--- src/rtl/fetch_req_tracker_pkg.sv ---
// Shared constants and helpers for the fetch request tracker and its queue.
package fetch_req_tracker_pkg;

    // Performance counters saturate when every bit equals this value.
    localparam bit CNT_SAT_BIT = 1'b1;

    localparam int ERR_OVF = 0;
    localparam int ERR_UNF = 1;
    localparam int ERR_MIS = 2;
    localparam int NUM_ERR = 3;

    function automatic int ptr_w(input int depth);
        return $clog2(depth);
    endfunction

endpackage

--- src/rtl/fetch_req_tracker_if.sv ---
// Fetch request / response bus observed by the tracker.
interface fetch_req_tracker_if #(
    parameter int ADDRESS_BITS = 12
);
    logic                    req_valid;
    logic [ADDRESS_BITS-1:0] req_addr;
    logic                    resp_valid;
    logic [ADDRESS_BITS-1:0] resp_addr;

    modport master (output req_valid, req_addr, resp_valid, resp_addr);
    modport slave  (input  req_valid, req_addr, resp_valid, resp_addr);
endinterface

--- src/rtl/fetch_req_tracker_queue.sv ---
// In-order circular queue of outstanding request addresses; a push into a
// full queue without a pop drops the oldest entry.
module req_queue
    import fetch_req_tracker_pkg::*;
#(
    parameter int AW    = 12,
    parameter int DEPTH = 4,
    localparam int PW   = ptr_w(DEPTH)
) (
    input  logic          clock,
    input  logic          reset,
    input  logic          i_push,
    input  logic          i_pop,
    input  logic [AW-1:0] i_addr,
    output logic [AW-1:0] o_head,
    output logic [PW:0]   o_count,
    output logic          o_full,
    output logic          o_empty,
    output logic          o_drop
);

    logic [AW-1:0] r_mem [DEPTH];
    logic [PW-1:0] r_head;
    logic [PW-1:0] r_tail;
    logic [PW:0]   r_count;
    logic          w_inc;
    logic          w_dec;

    assign o_full  = (r_count == (PW+1)'(DEPTH));
    assign o_empty = (r_count == '0);
    assign o_head  = r_mem[r_head];
    assign o_count = r_count;
    assign o_drop  = i_push && o_full && !i_pop;

    // Push+pop and drop-oldest both leave occupancy unchanged.
    assign w_inc = i_push && !i_pop && !o_full;
    assign w_dec = i_pop && !i_push;

    always_ff @(posedge clock or negedge reset) begin
        if (!reset) begin
            r_head  <= '0;
            r_tail  <= '0;
            r_count <= '0;
        end else begin
            if (i_push)
                r_tail <= r_tail + PW'(1);
            if (i_pop || o_drop)
                r_head <= r_head + PW'(1);
            if (w_inc)
                r_count <= r_count + (PW+1)'(1);
            else if (w_dec)
                r_count <= r_count - (PW+1)'(1);
        end
    end

    // When full, the tail slot is the head slot; the head is read before the write lands.
    always_ff @(posedge clock) begin
        if (i_push)
            r_mem[r_tail] <= i_addr;
    end

endmodule

--- src/rtl/fetch_req_tracker.sv ---
// Tracks outstanding fetch requests, checks in-order responses, keeps sticky
// error state, saturating performance counters and an end-of-run marker.
module fetch_req_tracker
    import fetch_req_tracker_pkg::*;
#(
    parameter int          ADDRESS_BITS = 12,
    parameter int          DEPTH        = 4,
    parameter int          COUNT_BITS   = 32,
    parameter int unsigned END_PC       = 'h0B0
) (
    input  logic                      clock,
    input  logic                      reset,
    fetch_req_tracker_if.slave        bus,
    input  logic [ADDRESS_BITS-1:0]   monitor_pc,
    input  logic                      clear_errors,
    output logic [ptr_w(DEPTH):0]     outstanding,
    output logic                      full,
    output logic                      empty,
    output logic                      err_overflow,
    output logic                      err_underflow,
    output logic                      err_mismatch,
    output logic [ADDRESS_BITS-1:0]   err_expected,
    output logic [ADDRESS_BITS-1:0]   err_actual,
    output logic [COUNT_BITS-1:0]     cycle_count,
    output logic [COUNT_BITS-1:0]     req_count,
    output logic [COUNT_BITS-1:0]     resp_count,
    output logic [COUNT_BITS-1:0]     full_cycles,
    output logic                      done,
    output logic [COUNT_BITS-1:0]     done_cycles
);

    localparam logic [COUNT_BITS-1:0] CNT_MAX = {COUNT_BITS{CNT_SAT_BIT}};

    function automatic logic [COUNT_BITS-1:0] sat_inc(input logic [COUNT_BITS-1:0] v,
                                                       input logic en);
        return (en && v != CNT_MAX) ? v + COUNT_BITS'(1) : v;
    endfunction

    logic [ADDRESS_BITS-1:0] w_head;
    logic                    w_pop;
    logic                    w_drop;
    logic [NUM_ERR-1:0]      w_new_err;
    logic [NUM_ERR-1:0]      r_err;
    logic [ADDRESS_BITS-1:0] r_err_expected;
    logic [ADDRESS_BITS-1:0] r_err_actual;
    logic [COUNT_BITS-1:0]   r_cycle_count;
    logic [COUNT_BITS-1:0]   r_req_count;
    logic [COUNT_BITS-1:0]   r_resp_count;
    logic [COUNT_BITS-1:0]   r_full_cycles;
    logic                    r_done;
    logic [COUNT_BITS-1:0]   r_done_cycles;

    // A response into an empty queue never pops, so a same-cycle request still lands.
    assign w_pop = bus.resp_valid && !empty;

    req_queue #(.AW(ADDRESS_BITS), .DEPTH(DEPTH)) u_queue (
        .clock   (clock),
        .reset   (reset),
        .i_push  (bus.req_valid),
        .i_pop   (w_pop),
        .i_addr  (bus.req_addr),
        .o_head  (w_head),
        .o_count (outstanding),
        .o_full  (full),
        .o_empty (empty),
        .o_drop  (w_drop)
    );

    always_comb begin
        w_new_err          = '0;
        w_new_err[ERR_OVF] = w_drop;
        w_new_err[ERR_UNF] = bus.resp_valid && empty;
        w_new_err[ERR_MIS] = w_pop && (bus.resp_addr != w_head);
    end

    always_ff @(posedge clock or negedge reset) begin
        if (!reset) begin
            r_err          <= '0;
            r_err_expected <= '0;
            r_err_actual   <= '0;
        end else begin
            // A new error in the same cycle as a clear survives the clear.
            r_err <= (clear_errors ? '0 : r_err) | w_new_err;
            if (w_new_err[ERR_MIS] && (!r_err[ERR_MIS] || clear_errors)) begin
                r_err_expected <= w_head;
                r_err_actual   <= bus.resp_addr;
            end else if (clear_errors) begin
                r_err_expected <= '0;
                r_err_actual   <= '0;
            end
        end
    end

    always_ff @(posedge clock or negedge reset) begin
        if (!reset) begin
            r_cycle_count <= '0;
            r_req_count   <= '0;
            r_resp_count  <= '0;
            r_full_cycles <= '0;
            r_done        <= 1'b0;
            r_done_cycles <= '0;
        end else begin
            r_cycle_count <= sat_inc(r_cycle_count, 1'b1);
            r_req_count   <= sat_inc(r_req_count, bus.req_valid);
            r_resp_count  <= sat_inc(r_resp_count, bus.resp_valid);
            r_full_cycles <= sat_inc(r_full_cycles, full);
            if (!r_done && monitor_pc == ADDRESS_BITS'(END_PC)) begin
                r_done        <= 1'b1;
                r_done_cycles <= r_cycle_count;
            end
        end
    end

    assign err_overflow  = r_err[ERR_OVF];
    assign err_underflow = r_err[ERR_UNF];
    assign err_mismatch  = r_err[ERR_MIS];
    assign err_expected  = r_err_expected;
    assign err_actual    = r_err_actual;
    assign cycle_count   = r_cycle_count;
    assign req_count     = r_req_count;
    assign resp_count    = r_resp_count;
    assign full_cycles   = r_full_cycles;
    assign done          = r_done;
    assign done_cycles   = r_done_cycles;

endmodule

--- src/flat_wrapper.sv ---
// flat-port wrapper written by rule: the top's interface ports become plain ports
module fetch_req_tracker_flat import fetch_req_tracker_pkg::*;
#(
    parameter int          ADDRESS_BITS = 12,
    parameter int          DEPTH        = 4,
    parameter int          COUNT_BITS   = 32,
    parameter int unsigned END_PC       = 'h0B0
)
  (clock, reset, monitor_pc, clear_errors, outstanding, full, empty, err_overflow, err_underflow, err_mismatch, err_expected, err_actual, cycle_count, req_count, resp_count, full_cycles, done, done_cycles, bus_req_valid, bus_req_addr, bus_resp_valid, bus_resp_addr);
  fetch_req_tracker_if #(.ADDRESS_BITS(ADDRESS_BITS)) bus_i ();
  input  logic clock;
  input  logic reset;
  input  logic [ADDRESS_BITS-1:0] monitor_pc;
  input  logic clear_errors;
  output logic [ptr_w(DEPTH):0] outstanding;
  output logic full;
  output logic empty;
  output logic err_overflow;
  output logic err_underflow;
  output logic err_mismatch;
  output logic [ADDRESS_BITS-1:0] err_expected;
  output logic [ADDRESS_BITS-1:0] err_actual;
  output logic [COUNT_BITS-1:0] cycle_count;
  output logic [COUNT_BITS-1:0] req_count;
  output logic [COUNT_BITS-1:0] resp_count;
  output logic [COUNT_BITS-1:0] full_cycles;
  output logic done;
  output logic [COUNT_BITS-1:0] done_cycles;
  input wire logic [$bits(bus_i.req_valid)-1:0] bus_req_valid;
  input wire logic [$bits(bus_i.req_addr)-1:0] bus_req_addr;
  input wire logic [$bits(bus_i.resp_valid)-1:0] bus_resp_valid;
  input wire logic [$bits(bus_i.resp_addr)-1:0] bus_resp_addr;
  assign bus_i.req_valid = bus_req_valid;
  assign bus_i.req_addr = bus_req_addr;
  assign bus_i.resp_valid = bus_resp_valid;
  assign bus_i.resp_addr = bus_resp_addr;
  fetch_req_tracker #(.ADDRESS_BITS(ADDRESS_BITS), .DEPTH(DEPTH), .COUNT_BITS(COUNT_BITS), .END_PC(END_PC)) u_core (.clock(clock), .reset(reset), .bus(bus_i), .monitor_pc(monitor_pc), .clear_errors(clear_errors), .outstanding(outstanding), .full(full), .empty(empty), .err_overflow(err_overflow), .err_underflow(err_underflow), .err_mismatch(err_mismatch), .err_expected(err_expected), .err_actual(err_actual), .cycle_count(cycle_count), .req_count(req_count), .resp_count(resp_count), .full_cycles(full_cycles), .done(done), .done_cycles(done_cycles));
endmodule
--- config.mk ---
export PLATFORM = sky130hd
export DESIGN_NAME = fetch_req_tracker_flat
export DESIGN_NICKNAME = d
export VERILOG_FILES = /design/src/rtl/fetch_req_tracker_pkg.sv /design/src/rtl/fetch_req_tracker_if.sv /design/src/rtl/fetch_req_tracker_queue.sv /design/src/rtl/fetch_req_tracker.sv /design/src/flat_wrapper.sv
export SDC_FILE = /design/constraint.sdc
export NUM_CORES = 1
export LEC_CHECK = 0
export CORE_UTILIZATION = 35
export DETAILED_ROUTE_END_ITERATION = 6
export HOLD_SLACK_MARGIN = 0.05
export PLACE_DENSITY = 0.56
export SYNTH_ARGS = -nofsm -noshare
export SYNTH_HDL_FRONTEND = slang
export SYNTH_SLANG_ARGS = --single-unit
export TNS_END_PERCENT = 5
--- constraint.sdc ---
create_clock -name clock -period 4.59 [get_ports clock]
set_clock_uncertainty 0.15 [all_clocks]
set_input_delay 0.918 -clock clock [delete_from_list [all_inputs] [get_ports clock]]
set_output_delay 0.918 -clock clock [all_outputs]
set_load 0.05 [all_outputs]
==> run_results.csv <==
group,metric,value,unit
route,via_count,7164,
yosys,syn_nets,863,
layout,instances_no_fill,1467,
clock_tree,cts_tree,"built",
yosys,synth_area_leader_cell,"dfrtp_1",
worst_setup_path,critical_path.startpoint,"u_core.u_queue.o_count[0]$_DFFE_PN0P_",
flow_run,drv_cap,0,
layout,drive_gt1_frac,0.0923,
sta,drv_slew,0,
floorplan,dieArea,30400,um^2
clock_tree,cts_buffers,27,
route,ant_nets,0,
clock_tree,cts_resized,0,
worst_setup_path,cp-endpoint,"full",
sta,fmax,0.270,GHz
sta,period_needed,3.70,ns
route,via_per_inst,4.88,
yosys,synth_edf_count,48,
power,cellPowerDensity,501,nW/um^2
worst_setup_path,reg2reg_slack,1.31,ns
layout,layout.nets,1117,
floorplan,fp.dieH,174,um
yosys,syn-cell-area,10400,um^2
global_route,track_usage,0.162,
placement,place.gp.congestion,0.741,
layout,fillCellCount,2596,
global_route,grt_max_degree,99,
clock_tree,htree_levels,1,
worst_setup_path,required,3.52,ns
worst_setup_path,crit_family,"buffers and inverters",
worst_setup_path,cp_max_fo,9,
clock_tree,cts-root-buf,"clkbuf_16",
yosys,ys_seq_area_frac,0.608,
clock_tree,clock_latency,0.52,ns
route,drt_wl_total,24700,um
yosys,yosys_warnings,0,
sta,fin_hold_ws,0.286,ns
sta,setup_tns,0,ns
global_route,grt.met1_usage,0.225,
sta,finalSetupViolations,0,
clock_tree,post_cts_buffers,0,
power,p_leak,5.98,nW
route,dr.pass1.iters,4,
worst_setup_path,r2r-start,"u_core.u_queue.r_head[0]$_DFFE_PN0P_",
clock_tree,cts_buffer_depth,3,
worst_setup_path,end_kind,"output pin",
sta,tightest_slew,0.966,ns
hold_path,hold_class,"input pin to async pin",
worst_setup_path,crit_arrival,2.63,ns
worst_setup_path,cp_slowest_cell,"clkdlybuf4s50_1",
worst_setup_path,reg2reg_depth,6,
route,drt_iter0_drc,413,
layout,antenna_cells,0,
sta,rsz0062_at_grt,"no",
worst_setup_path,critical_path.startpoint_type,"flop",
placement,dp_cells,1422,
global_route,grt_util_met3,0.0269,
floorplan,rows,62,
floorplan,ios,234,
clock_tree,clock_sinks,243,
yosys,synth.top_cell.area_share,0.469,
yosys,synth_area_leaders,"dfrtp_1, edfxtp_1, xnor2_1, xor2_1, mux2_2",
worst_setup_path,crit_type,"flop to output pin",
sta,relSlewSlack,0.350,
placement,port_buffers,233,
global_route,grt_antenna_before_repair,0,
sta,hold_viol,0,
global_route,grt_overflow,0,
global_route,first_global_vias,6917,
yosys,avgSynthCellArea,12.8,um^2
status,status,"finished clean",
power,vdd.ir_drop.worst,0.255,mV
floorplan,core-area,28900,um^2
clock_tree,path_clk_slew,0.06,ns
power,total_power,7.09,mW
worst_setup_path,cp.depth,4,
floorplan,start_util,0.359,
layout,syn_to_final_growth,36.1,%
floorplan,fp.dieW,174,um
route,wire_per_inst,16.8,um
worst_setup_path,reg2reg_to,"u_core.err_expected[1]$_DFFE_PN0P_",
worst_setup_path,cp_num_buf_inv,2,
worst_setup_path,cp_cell_sequence,"nor2_1 > nand2_1 > inv_1 > clkdlybuf4s50_1",
global_route,grt_busiest_layer,"met2",
layout,postLayoutCoreUtil,0.489,
global_route,met2_usage,0.262,
yosys,ys.flop_type,"dfrtp_1",
yosys,synth_cell_types,46,
route,drc,0,
placement,dp.final_hpwl,17600,um
sta,min_period_over_period,0.806,
global_route,grt_pass1_wl,39600,um
worst_setup_path,slowest_delay,0.84,ns
yosys,synthCells,813,
clock_tree,postCtsHoldBufs,0,
yosys,synth-seq-cells,243,
yosys,synthArstFlopShare,0.802,
[power by group]
part | total, mW | internal, mW | switching, mW
Clock | 2.33 | 1.50 | 0.836
Sequential | 2.78 | 2.50 | 0.284
Combinational | 1.97 | 0.739 | 1.23
Total | 7.09 | 4.73 | 2.35
[worst min-delay path by stage]
stage	startpoint	to	depth (start not counted)
final	reset	u_core.err_expected[6]$_DFFE_PN0P_	1
after global routing	reset	u_core.err_expected[6]$_DFFE_PN0P_	1
after CTS	reset	u_core.err_expected[6]$_DFFE_PN0P_	1
after detailed placement	u_core.resp_count[10]$_DFFE_PN0P_	u_core.resp_count[10]$_DFFE_PN0P_	1
after global placement	u_core.req_count[23]$_DFFE_PN0P_	u_core.req_count[23]$_DFFE_PN0P_	1
after floorplan	u_core.u_queue.r_tail[0]$_DFFE_PN0P_	u_core.u_queue.r_tail[0]$_DFFE_PN0P_	1
[cell families (layout without fill, tap and decap cells)]
kind of cell,after synthesis,count (layout),synth area share
AO/OA/AOI/OAI,60,60,0.0451
multiplexers,48,48,0.0650
XOR/XNOR,138,138,0.116
flip-flops,243,243,0.608
adder cells (fa/ha/maj),9,9,0.0116
AND/OR/NAND/NOR,285,285,0.140
buffers and inverters,30,300,0.0141
[synthesized netlist by cell type (all sizes together) (2+ instances only)]
master / n
buf: 7
and4: 16
mux2: 36
dfrtp: 195
xnor2: 84
clkbuf: 7
edfxtp: 48
and3: 23
o21ai: 7
a21oi: 10
and2: 6
nand3: 48
or3: 3
nor3: 16
inv: 16
a41oi: 2
nor2: 54
ha: 8
o31ai: 3
nand2: 65
nand4: 37
nand2b: 2
mux4: 12
a22o: 24
a211oi: 2
xor2: 54
or4b: 2
nor4: 11
[worst reg2reg max path, delay by kind of cell, from the launching register on]
kind | cells | cell delay [ns]
simple gates | 1 | 0.09
flops | 1 | 0.89
mux | 1 | 0.69
xor+xnor | 1 | 0.16
compound gates | 3 | 1.23
[cells in the final DEF (no fill, tap or decap), types with 11 or more instances in the layout]
cell type	n
nor2_1	54
a22o_1	24
clkdlybuf4s50_1	232
and4_1	16
edfxtp_1	48
inv_1	16
mux4_2	12
mux2_2	36
and3_1	23
nor3_1	16
nand4_1	37
dfrtp_1	195
nor4_1	11
nand3_1	48
nand2_1	65
xor2_1	54
xnor2_1	84
clkbuf_16	27
[registers in the layout (all words and copies together) (netlist names), 3 cells and up]
register	count
u_core.resp_count	32
u_core.u_queue.o_count	3
u_core.done_cycles	32
u_core.cycle_count	32
u_core.err_actual	12
u_core.err_expected	12
u_core.full_cycles	32
u_core.req_count	32
u_core.u_queue.r_mem	48
u_core.r_err	3
[through the flow]
stage	instance area, um^2	setup slack, ns
2_1_floorplan	10400	1.57
3_3_place_gp	13200	0.775
3_5_place_dp	13200	0.769
4_1_cts	14100	0.869
5_1_grt	14100	0.710
6_report	14100	0.891
[routing by layer]
metal	share of wire	vias to the layer above
met1	0.46	3577
met5	0	-
li1	-	3432
met3	0.041	31
met2	0.48	124
met4	0.018	0
[area by class of cell]
type	count	area, um^2	share of cell area
clock buffers	37	773	0.0547
inverters	16	60.1	0.00425
well taps	384	480	0.0340
repair buffers	239	2390	0.169
multi-input cells	540	3930	0.278
flip-flops and latches	243	6320	0.447
clock inverters	8	189	0.0134
(Power assumes the default switching activity.)
